===== src/rtl/pipe_stall_ctrl_if.sv =====
// Hazard sources from the pipeline and stall/flush/divider controls back to it.
// master = pipeline side, slave = pipe_stall_ctrl.
interface pipe_stall_ctrl_if;
   logic [4:0] rsD;
   logic [4:0] rtD;
   logic [4:0] reg_writeE;
   logic       mem_to_regE;
   logic       div_reqE;
   logic       div_done;
   logic       data_reqM;
   logic       data_ok;
   logic       exceptM;
   logic       stallF;
   logic       stallD;
   logic       stallE;
   logic       stallM;
   logic       stallW;
   logic       flushD;
   logic       flushE;
   logic       flushM;
   logic       flushW;
   logic       div_go;
   logic       div_cancel;

   modport master (
      output rsD, rtD, reg_writeE, mem_to_regE, div_reqE, div_done,
             data_reqM, data_ok, exceptM,
      input  stallF, stallD, stallE, stallM, stallW,
             flushD, flushE, flushM, flushW, div_go, div_cancel
   );

   modport slave (
      input  rsD, rtD, reg_writeE, mem_to_regE, div_reqE, div_done,
             data_reqM, data_ok, exceptM,
      output stallF, stallD, stallE, stallM, stallW,
             flushD, flushE, flushM, flushW, div_go, div_cancel
   );
endinterface


===== src/rtl/pipe_stall_ctrl.sv =====
// Central stall/flush controller for the 5-stage pipeline (load-use, divider, SRAM waits, exceptions).
// Optional STALL_CNT_EN adds a 32-bit stall_cycles counter of cycles with stallF asserted.
module pipe_stall_ctrl #(
   parameter int DIV_ID_W = 1
) (
   input  logic              clk,
   input  logic              rst,
   pipe_stall_ctrl_if.slave  ps
`ifdef STALL_CNT_EN
   ,
   output logic [31:0]       stall_cycles
`endif
);

   if (DIV_ID_W != 1) begin : g_div_id_chk
      $error("pipe_stall_ctrl: DIV_ID_W must be 1");
   end

   logic div_busy;
   logic div_fin;
   logic mem_fin;

   logic lw_hz;
   logic mem_st;
   logic div_st;
   logic ex;

   logic [4:0] stall;
   logic [3:0] flush;
   logic       go;
   logic       cancel;

   assign lw_hz  = ps.mem_to_regE && (ps.reg_writeE != 5'd0) &&
                   ((ps.reg_writeE == ps.rsD) || (ps.reg_writeE == ps.rtD));
   assign mem_st = ps.data_reqM && !ps.data_ok && !mem_fin;
   assign div_st = ps.div_reqE && !ps.div_done && !div_fin;
   // An exception must wait for any outstanding data access to finish.
   assign ex     = ps.exceptM && !mem_st;

   // stall = {F,D,E,M,W}, flush = {D,E,M,W}
   always_comb begin
      stall  = 5'b00000;
      flush  = 4'b0000;
      go     = 1'b0;
      cancel = 1'b0;
      if (!rst) begin
         if (ex) begin
            flush  = 4'b1111;
            cancel = div_busy;
         end else if (mem_st) begin
            stall = 5'b11111;
         end else if (div_st) begin
            stall = 5'b11100;
            flush = 4'b0010;
         end else if (lw_hz) begin
            stall = 5'b11000;
            flush = 4'b0100;
         end
         go = ps.div_reqE && !div_busy && !div_fin && !ex;
      end
   end

   assign ps.stallF     = stall[4];
   assign ps.stallD     = stall[3];
   assign ps.stallE     = stall[2];
   assign ps.stallM     = stall[1];
   assign ps.stallW     = stall[0];
   assign ps.flushD     = flush[3];
   assign ps.flushE     = flush[2];
   assign ps.flushM     = flush[1];
   assign ps.flushW     = flush[0];
   assign ps.div_go     = go;
   assign ps.div_cancel = cancel;

   // Completion tracking: a result arriving while the stage is held is remembered until it advances.
   always_ff @(posedge clk) begin
      if (rst) begin
         div_busy <= 1'b0;
         div_fin  <= 1'b0;
         mem_fin  <= 1'b0;
      end else begin
         if (ps.div_done || ex) begin
            div_busy <= 1'b0;
         end else if (go) begin
            div_busy <= 1'b1;
         end

         if (ex || !stall[2]) begin
            div_fin <= 1'b0;
         end else if (ps.div_done) begin
            div_fin <= 1'b1;
         end

         if (ex || !stall[1]) begin
            mem_fin <= 1'b0;
         end else if (ps.data_ok) begin
            mem_fin <= 1'b1;
         end
      end
   end

`ifdef STALL_CNT_EN
   always_ff @(posedge clk) begin
      if (rst) begin
         stall_cycles <= 32'd0;
      end else if (stall[4]) begin
         stall_cycles <= stall_cycles + 32'd1;
      end
   end
`endif

endmodule


===== src/flat_wrapper.sv =====
// flat-port wrapper written by rule: the top's interface ports become plain ports
module pipe_stall_ctrl_flat 
#(
   parameter int DIV_ID_W = 1
)
  (clk, rst, ps_rsD, ps_rtD, ps_reg_writeE, ps_mem_to_regE, ps_div_reqE, ps_div_done, ps_data_reqM, ps_data_ok, ps_exceptM, ps_stallF, ps_stallD, ps_stallE, ps_stallM, ps_stallW, ps_flushD, ps_flushE, ps_flushM, ps_flushW, ps_div_go, ps_div_cancel);
  pipe_stall_ctrl_if ps_i ();
  input  logic clk;
  input  logic rst;
  input wire logic [$bits(ps_i.rsD)-1:0] ps_rsD;
  input wire logic [$bits(ps_i.rtD)-1:0] ps_rtD;
  input wire logic [$bits(ps_i.reg_writeE)-1:0] ps_reg_writeE;
  input wire logic [$bits(ps_i.mem_to_regE)-1:0] ps_mem_to_regE;
  input wire logic [$bits(ps_i.div_reqE)-1:0] ps_div_reqE;
  input wire logic [$bits(ps_i.div_done)-1:0] ps_div_done;
  input wire logic [$bits(ps_i.data_reqM)-1:0] ps_data_reqM;
  input wire logic [$bits(ps_i.data_ok)-1:0] ps_data_ok;
  input wire logic [$bits(ps_i.exceptM)-1:0] ps_exceptM;
  output wire logic [$bits(ps_i.stallF)-1:0] ps_stallF;
  output wire logic [$bits(ps_i.stallD)-1:0] ps_stallD;
  output wire logic [$bits(ps_i.stallE)-1:0] ps_stallE;
  output wire logic [$bits(ps_i.stallM)-1:0] ps_stallM;
  output wire logic [$bits(ps_i.stallW)-1:0] ps_stallW;
  output wire logic [$bits(ps_i.flushD)-1:0] ps_flushD;
  output wire logic [$bits(ps_i.flushE)-1:0] ps_flushE;
  output wire logic [$bits(ps_i.flushM)-1:0] ps_flushM;
  output wire logic [$bits(ps_i.flushW)-1:0] ps_flushW;
  output wire logic [$bits(ps_i.div_go)-1:0] ps_div_go;
  output wire logic [$bits(ps_i.div_cancel)-1:0] ps_div_cancel;
  assign ps_i.rsD = ps_rsD;
  assign ps_i.rtD = ps_rtD;
  assign ps_i.reg_writeE = ps_reg_writeE;
  assign ps_i.mem_to_regE = ps_mem_to_regE;
  assign ps_i.div_reqE = ps_div_reqE;
  assign ps_i.div_done = ps_div_done;
  assign ps_i.data_reqM = ps_data_reqM;
  assign ps_i.data_ok = ps_data_ok;
  assign ps_i.exceptM = ps_exceptM;
  assign ps_stallF = ps_i.stallF;
  assign ps_stallD = ps_i.stallD;
  assign ps_stallE = ps_i.stallE;
  assign ps_stallM = ps_i.stallM;
  assign ps_stallW = ps_i.stallW;
  assign ps_flushD = ps_i.flushD;
  assign ps_flushE = ps_i.flushE;
  assign ps_flushM = ps_i.flushM;
  assign ps_flushW = ps_i.flushW;
  assign ps_div_go = ps_i.div_go;
  assign ps_div_cancel = ps_i.div_cancel;
  pipe_stall_ctrl #(.DIV_ID_W(DIV_ID_W)) u_core (.clk(clk), .rst(rst), .ps(ps_i));
endmodule

===== config.mk =====
export PLATFORM = sky130hd
export DESIGN_NAME = pipe_stall_ctrl_flat
export DESIGN_NICKNAME = d
export VERILOG_FILES = /design/src/rtl/pipe_stall_ctrl_if.sv /design/src/rtl/pipe_stall_ctrl.sv /design/src/flat_wrapper.sv
export SDC_FILE = /design/constraint.sdc
export NUM_CORES = 1
export LEC_CHECK = 0
export ABC_AREA = 1
export BUFFER_PORTS_ARGS = -buffer_cell sky130_fd_sc_hd__buf_2
export CAP_MARGIN = 10
export CORE_AREA = 4 4 41 43
export CTS_CLUSTER_DIAMETER = 100
export CTS_CLUSTER_SIZE = 20
export DETAILED_ROUTE_END_ITERATION = 10
export DIE_AREA = 0 0 45 47
export PLACE_DENSITY = 0.65
export SLEW_MARGIN = 5
export SYNTH_ARGS = -nofsm -noshare
export SYNTH_HDL_FRONTEND = slang
export SYNTH_SLANG_ARGS = --single-unit

===== constraint.sdc =====
create_clock -name clk -period 1.2 [get_ports clk]
set_input_delay 0.18 -clock clk [delete_from_list [all_inputs] [get_ports clk]]
set_output_delay 0.18 -clock clk [all_outputs]
set_load 0.02 [all_outputs]

==> metrics.txt, run 1 <==
status=finished with violations; failing checks=negative setup slack; post-DR wirelength/cell=about 9.2 µm; RR Endpoint=u_core.div_busy; Worst setup SP type=flip-flop; syn nets=between 100 and 150; GP Congestion=between 0.7 and 0.8; Mapped Cells=84; area delta synth->final=90.6%; Die ar.=2120 µm²; CTS Sinks=3; Peak Freq=~0.70 GHz; syn_area_per_cell=5.05 µm²; final-layout worst hold slack=between 0.1 and 0.15 ns; largest net degree at the start of global routing=6; Lkg Pwr=approximately 0.48 nW; Worst setup EP type=output port; vias=just under 600; Iteration-0 DRC Markers=7; Syn. warnings=0; Final period util=119%; final setup fails=11; share of cells above drive strength 1=a little over half; Routed Antenna Nets=0; Netlist Area Pre-Place=about 420 µm²; unrepaired setup endpoints after global routing=true; CTS Buffer Depth=2; Post-Route WL=about 1.3 mm; gr usage total=between 10% and 20%; clk slew on worst S/H paths=around 0.04 ns; DR pass1 iterations=4; RR Startpoint=u_core.mem_fin; FF-to-FF path depth=7; # diodes=0; die height=~47 µm; crit path launch=u_core.mem_fin; synthesized flop and latch total=3; Fin. Hold Viols=0; global-route wire length before repair=1.97 mm; crit path time final=about 1.4 ns; Rows=13; Seq/Total Area, Yosys=between 10% and 20%; drc violations=0; total CTS buffers=3; initial core utilization=between 30% and 40%; crit path to=ps_flushE; clk root buf=clkbuf_4; worst hold path type=input port to flip-flop; clock skew=around 0.0037 ns; remaining global-route overflow=0; vias in the first global route=519; Setup WS post-layout=-0.230 ns; TNS Setup=-1.92 ns; max_cap viols=0; initial antenna violation count=0; reg-to-reg setup timing slack=0.08 ns; WP data arrival=about 1.3 ns; fin nets=148; dpl hpwl=approximately 1.0 mm; CTS tree=built; Die Wd=between 40 and 50 µm; via/cell ratio=about 4.2; PortBufs=33; maximum vdd drop=around 0.56 mV; kind of critical path=flip-flop to output port; Top-Level Pins=34; Worst Path Required=roughly 1 ns; CTS Hold Bufs=0; total core area=roughly 1300 µm²; synth unique cells=17; crit path max fanout=3; Pins Over Slew Limit=0; PwrDens=approximately 650 nW/µm²; CTS H-Tree Depth=1; worst-skew pair later-pin latency=about 0.23 ns
[worst min path at each step]
stage,start,to,slack (ns),cells after the start
global placement,ps_div_done,u_core.div_busy,0.37,2
finish,ps_div_done,u_core.div_busy,0.13,2
global route,ps_div_done,u_core.div_busy,0.13,2
floorplan,ps_div_done,u_core.div_busy,0.25,1
CTS,ps_div_done,u_core.div_busy,0.12,2
detailed placement,ps_div_done,u_core.div_busy,0.37,2
[per-stage QoR]
step | area, µm² | cells | setup slack (ns) | power, mW | utilization (%)
2_1_floorplan | 450 | 84 | -0.0102 | 0.220 | -
3_3_place_gp | 646 | 134 | -0.00817 | 0.299 | 49.6
3_5_place_dp | 646 | 134 | -0.0199 | 0.301 | 49.6
4_1_cts | 783 | 139 | -0.209 | 0.526 | 60.2
5_1_grt | 808 | 139 | -0.320 | 0.577 | 62.1
6_report | 808 | 139 | -0.230 | 0.528 | 62.1
[cells by family after synthesis]
logic type	after synthesis	synth area share [%]
compound gates	4	7.37
xor+xnor	2	4.13
buf+inv	24	23.9
simple gates	50	49.6
flops	3	14.2
other cells	1	0.884
[per-layer routing]
metal / GRT usage [%] / part of all wire [%]
met3: 2.30 / 3.4
met4: 7.02 / 0
met1: 15.0 / 39
met2: 21.8 / 57
met5: 0 / 0
[sequential cells by signal, indices dropped and copies added, names as in the netlist]
register / flops
u_core.div_busy: 1
u_core.mem_fin: 1
u_core.div_fin: 1
[synth_stat cells (all sizes together)]
cell type | count | area (µm²)
a211oi | 1 | 12.5
o21ai | 1 | 5.00
nand4 | 2 | 12.5
a21oi | 2 | 13.8
conb | 1 | 3.75
inv | 20 | 75.1
dfxtp | 3 | 60.1
nor2 | 11 | 41.3
buf | 3 | 22.5
xnor2 | 2 | 17.5
clkinv | 1 | 3.75
nand3 | 5 | 25.0
nand2 | 31 | 126
nor3 | 1 | 5.00
[power breakdown]
part           switching [mW]  total [mW]  internal, mW
clock                  0.0512       0.176         0.125
combinational           0.132       0.246         0.114
sequential            0.00156       0.106         0.105
total                   0.184       0.528         0.343
[timing repair]
| item | 4_1_cts | 5_1_grt |
|---|---|---|
| resized for setup | 32 | 7 |
| setup endpoints to repair | 11 | 13 |
| pin swaps | 6 | 1 |
| setup buffers | 1 | 1 |
[cell usage in the layout, fill, tap and decap left out]
master	count
a211oi_2	1
a21oi_2	2
buf_2	22
buf_4	4
buf_6	13
clkbuf_1	1
clkbuf_4	3
clkinv_1	1
conb_1	1
dfxtp_1	2
dfxtp_2	1
inv_1	13
inv_2	6
inv_4	1
nand2_1	25
nand2_2	2
nand2_4	4
nand3_1	4
nand3_4	1
nand4_1	2
nor2_1	7
nor2_2	1
nor2_4	3
nor3_2	1
o21ai_0	1
xnor2_1	2
[final cells by class]
class                      count  area, µm²
fill                         135        493
multi-input combinational     57        334
timing repair buffer          39        287
inverter                      21       81.3
sequential                     3       61.3
clock buffer                   4       26.3
tap                           15       18.8
[worst max-delay path, cell delays in order (launching register included)]
cell	delay [ns]
dfxtp_2	0.30
nor2_2	0.12
nand2_2	0.09
nand2_4	0.08
buf_6	0.11
nor2_4	0.04
inv_2	0.09
nand2_2	0.06
buf_6	0.13
Power figures use the tool's default switching activity.
==> run 2: changes to the inputs <==
--- a/config.mk
+++ b/config.mk
@@ -14,6 +14,7 @@
 export DETAILED_ROUTE_END_ITERATION = 10
 export DIE_AREA = 0 0 45 47
 export PLACE_DENSITY = 0.65
+export SKIP_CTS_REPAIR_TIMING = 1
 export SLEW_MARGIN = 5
 export SYNTH_ARGS = -nofsm -noshare
 export SYNTH_HDL_FRONTEND = slang
==> metrics.txt, run 2 (synthesis results as in run 1) <==
post-DR wirelength/cell=9.16 µm (-0.24%); Peak Freq=0.709 GHz (+1.3%); Die Wd=45 µm (unchanged); kind of critical path=flip-flop to output port; commonest non-fill, non-tap cells in the layout=nand2_1, buf_2, inv_1, buf_4; Worst setup SP type=flip-flop; dpl hpwl=1.02 mm (unchanged); area delta synth->final=84.1%; unrepaired setup endpoints after global routing=true; global-route wire length before repair=1.66 mm (-16%); Fillers=139 (+3.0%); max_cap viols=0 (unchanged); Die ar.=2120 µm² (unchanged); CP max stage delay=0.31 ns (about the same); via/cell ratio=4.21 (+0.86%); Worst path top cell family by delay=flip-flops; Sequential cell area=61.3 µm² (unchanged); Setup WS post-layout=-0.211 ns (+0.0189 ns); fin nets=148 (unchanged); status=finished with violations; clk slew on worst S/H paths=0.04 ns (about the same); Final period util=118% (-1.6 points); initial core utilization=32.6% (unchanged); Worst setup EP type=output port; worst hold path type=input port to flip-flop; Post-Route WL=1.27 mm (-0.24%); DR pass1 iterations=4 (unchanged); total CTS buffers=3 (unchanged); crit path time final=1.41 ns (-0.0189 ns); share of cells above drive strength 1=51.6% (-0.81 points); gr usage total=10.8% (-1.9 points); Worst Path Required=1.02 ns (about the same); clk root buf=clkbuf_4; Largest regs=u_core.div_busy (1), u_core.div_fin (1), u_core.mem_fin (1); CTS tree=built; total core area=1300 µm² (unchanged); number of buffers and inverters on the critical path=2 (-1); fin util=60.0% (-2.1 points); clock skew=0.00365 ns (+0.0000000600 ns); final setup fails=11 (unchanged); vias in the first global route=460 (-11%); Rows=13 (unchanged); pre-CTS setup slack=-0.0199 ns (unchanged); Pins Over Slew Limit=0 (unchanged); CTS Buffer Depth=2 (unchanged); Fin. Hold Viols=0 (unchanged); vias=585 (+0.86%); most common library cell in the layout ignoring fill and taps=nand2_1; remaining global-route overflow=0 (unchanged); CTS Sinks=3 (unchanged); drc violations=0 (unchanged); die height=47 µm (unchanged); crit path max fanout=3 (unchanged); Top-Level Pins=34 (unchanged); # diodes=0 (unchanged); PortBufs=33 (unchanged); PwrDens=664 nW/µm² (+1.8%); CTS H-Tree Depth=1 (unchanged); WP data arrival=1.23 ns (-0.02 ns); Lkg Pwr=0.474 nW (-1.1%); GP Congestion=0.782 (unchanged); most used cell, CP=buf_4; slowest CP cell=dfxtp_2; maximum vdd drop=0.519 mV (-6.8%); largest net degree at the start of global routing=6 (unchanged); CP Cell Sequence=nor2_2 > nand2_2 > buf_4 > nand4_1 > a21oi_1 > buf_4; area occupied by multi-input gates=325 µm² (-2.6%); initial antenna violation count=0 (unchanged); failing checks=negative setup slack; worst-skew pair later-pin latency=0.23 ns (about the same); Iteration-0 DRC Markers=8 (+1); Routed Antenna Nets=0 (unchanged)
==> run 2: cell counts in the layout (fill, tap and decap cells not counted) <==
Identical to the previous run, type by type.
==> run 2: worst register-to-register path: stages (launching register included) <==
cell	delay [ns]
dfxtp_2	0.31
nor2_2	0.11
nand2_2	0.09
nand2_4	0.09
nand2_4	0.07
buf_4	0.13
buf_4	0.12
a211oi_2	0.13
==> run 2: final cells by class <==
| cell class | count | share of cell area, % |
|---|---|---|
| Sequential cell | 3 | 7.85 |
| Multi-Input combinational cell | 57 | 41.7 |
| Inverter | 21 | 10.4 |
| Clock buffer | 4 | 3.37 |
| Tap cell | 15 | 2.40 |
| Timing Repair Buffer | 39 | 34.3 |
==> run 2: metrics by stage <==
step / hold WS [ns] / total power, mW / instances / setup TNS, ns / area (µm²)
6_report: 0.130 / 0.519 / 139 / -1.97 / 781
3_5_place_dp: 0.374 / 0.301 / 134 / -0.0429 / 646
4_1_cts: 0.124 / 0.485 / 138 / -2.13 / 672
5_1_grt: 0.132 / 0.566 / 139 / -2.74 / 781
2_1_floorplan: 0.253 / 0.220 / 84 / -0.0102 / 450
3_3_place_gp: 0.370 / 0.299 / 134 / -0.0162 / 646
==> run 2: worst paths after layout <==
kind	start	to	cells past startpoint	slack, ns
setup / recovery	u_core.mem_fin	ps_flushM	6	-0.21
hold / removal	ps_div_done	u_core.div_busy	2	0.13
setup reg to reg	u_core.mem_fin	u_core.div_busy	7	0.08
hold reg to reg	u_core.div_fin	u_core.div_fin	2	0.50
==> run 2: where the power goes <==
part | leakage (nW) | internal [mW] | switching [mW] | total (mW)
Clock | 0.0150 | 0.125 | 0.0512 | 0.176
Combinational | 0.434 | 0.109 | 0.128 | 0.237
Sequential | 0.0247 | 0.105 | 0.00165 | 0.106
Total | 0.474 | 0.338 | 0.181 | 0.519
==> run 2: per-layer routing <==
metal  track usage (%)  wire length [µm]  vias to the layer above
met3              2.30                44                        0
met2              18.1               756                        9
met4              7.02                 0                        0
met5                 0                 0                        -
li1                  -                 -                      323
met1              12.5               471                      253
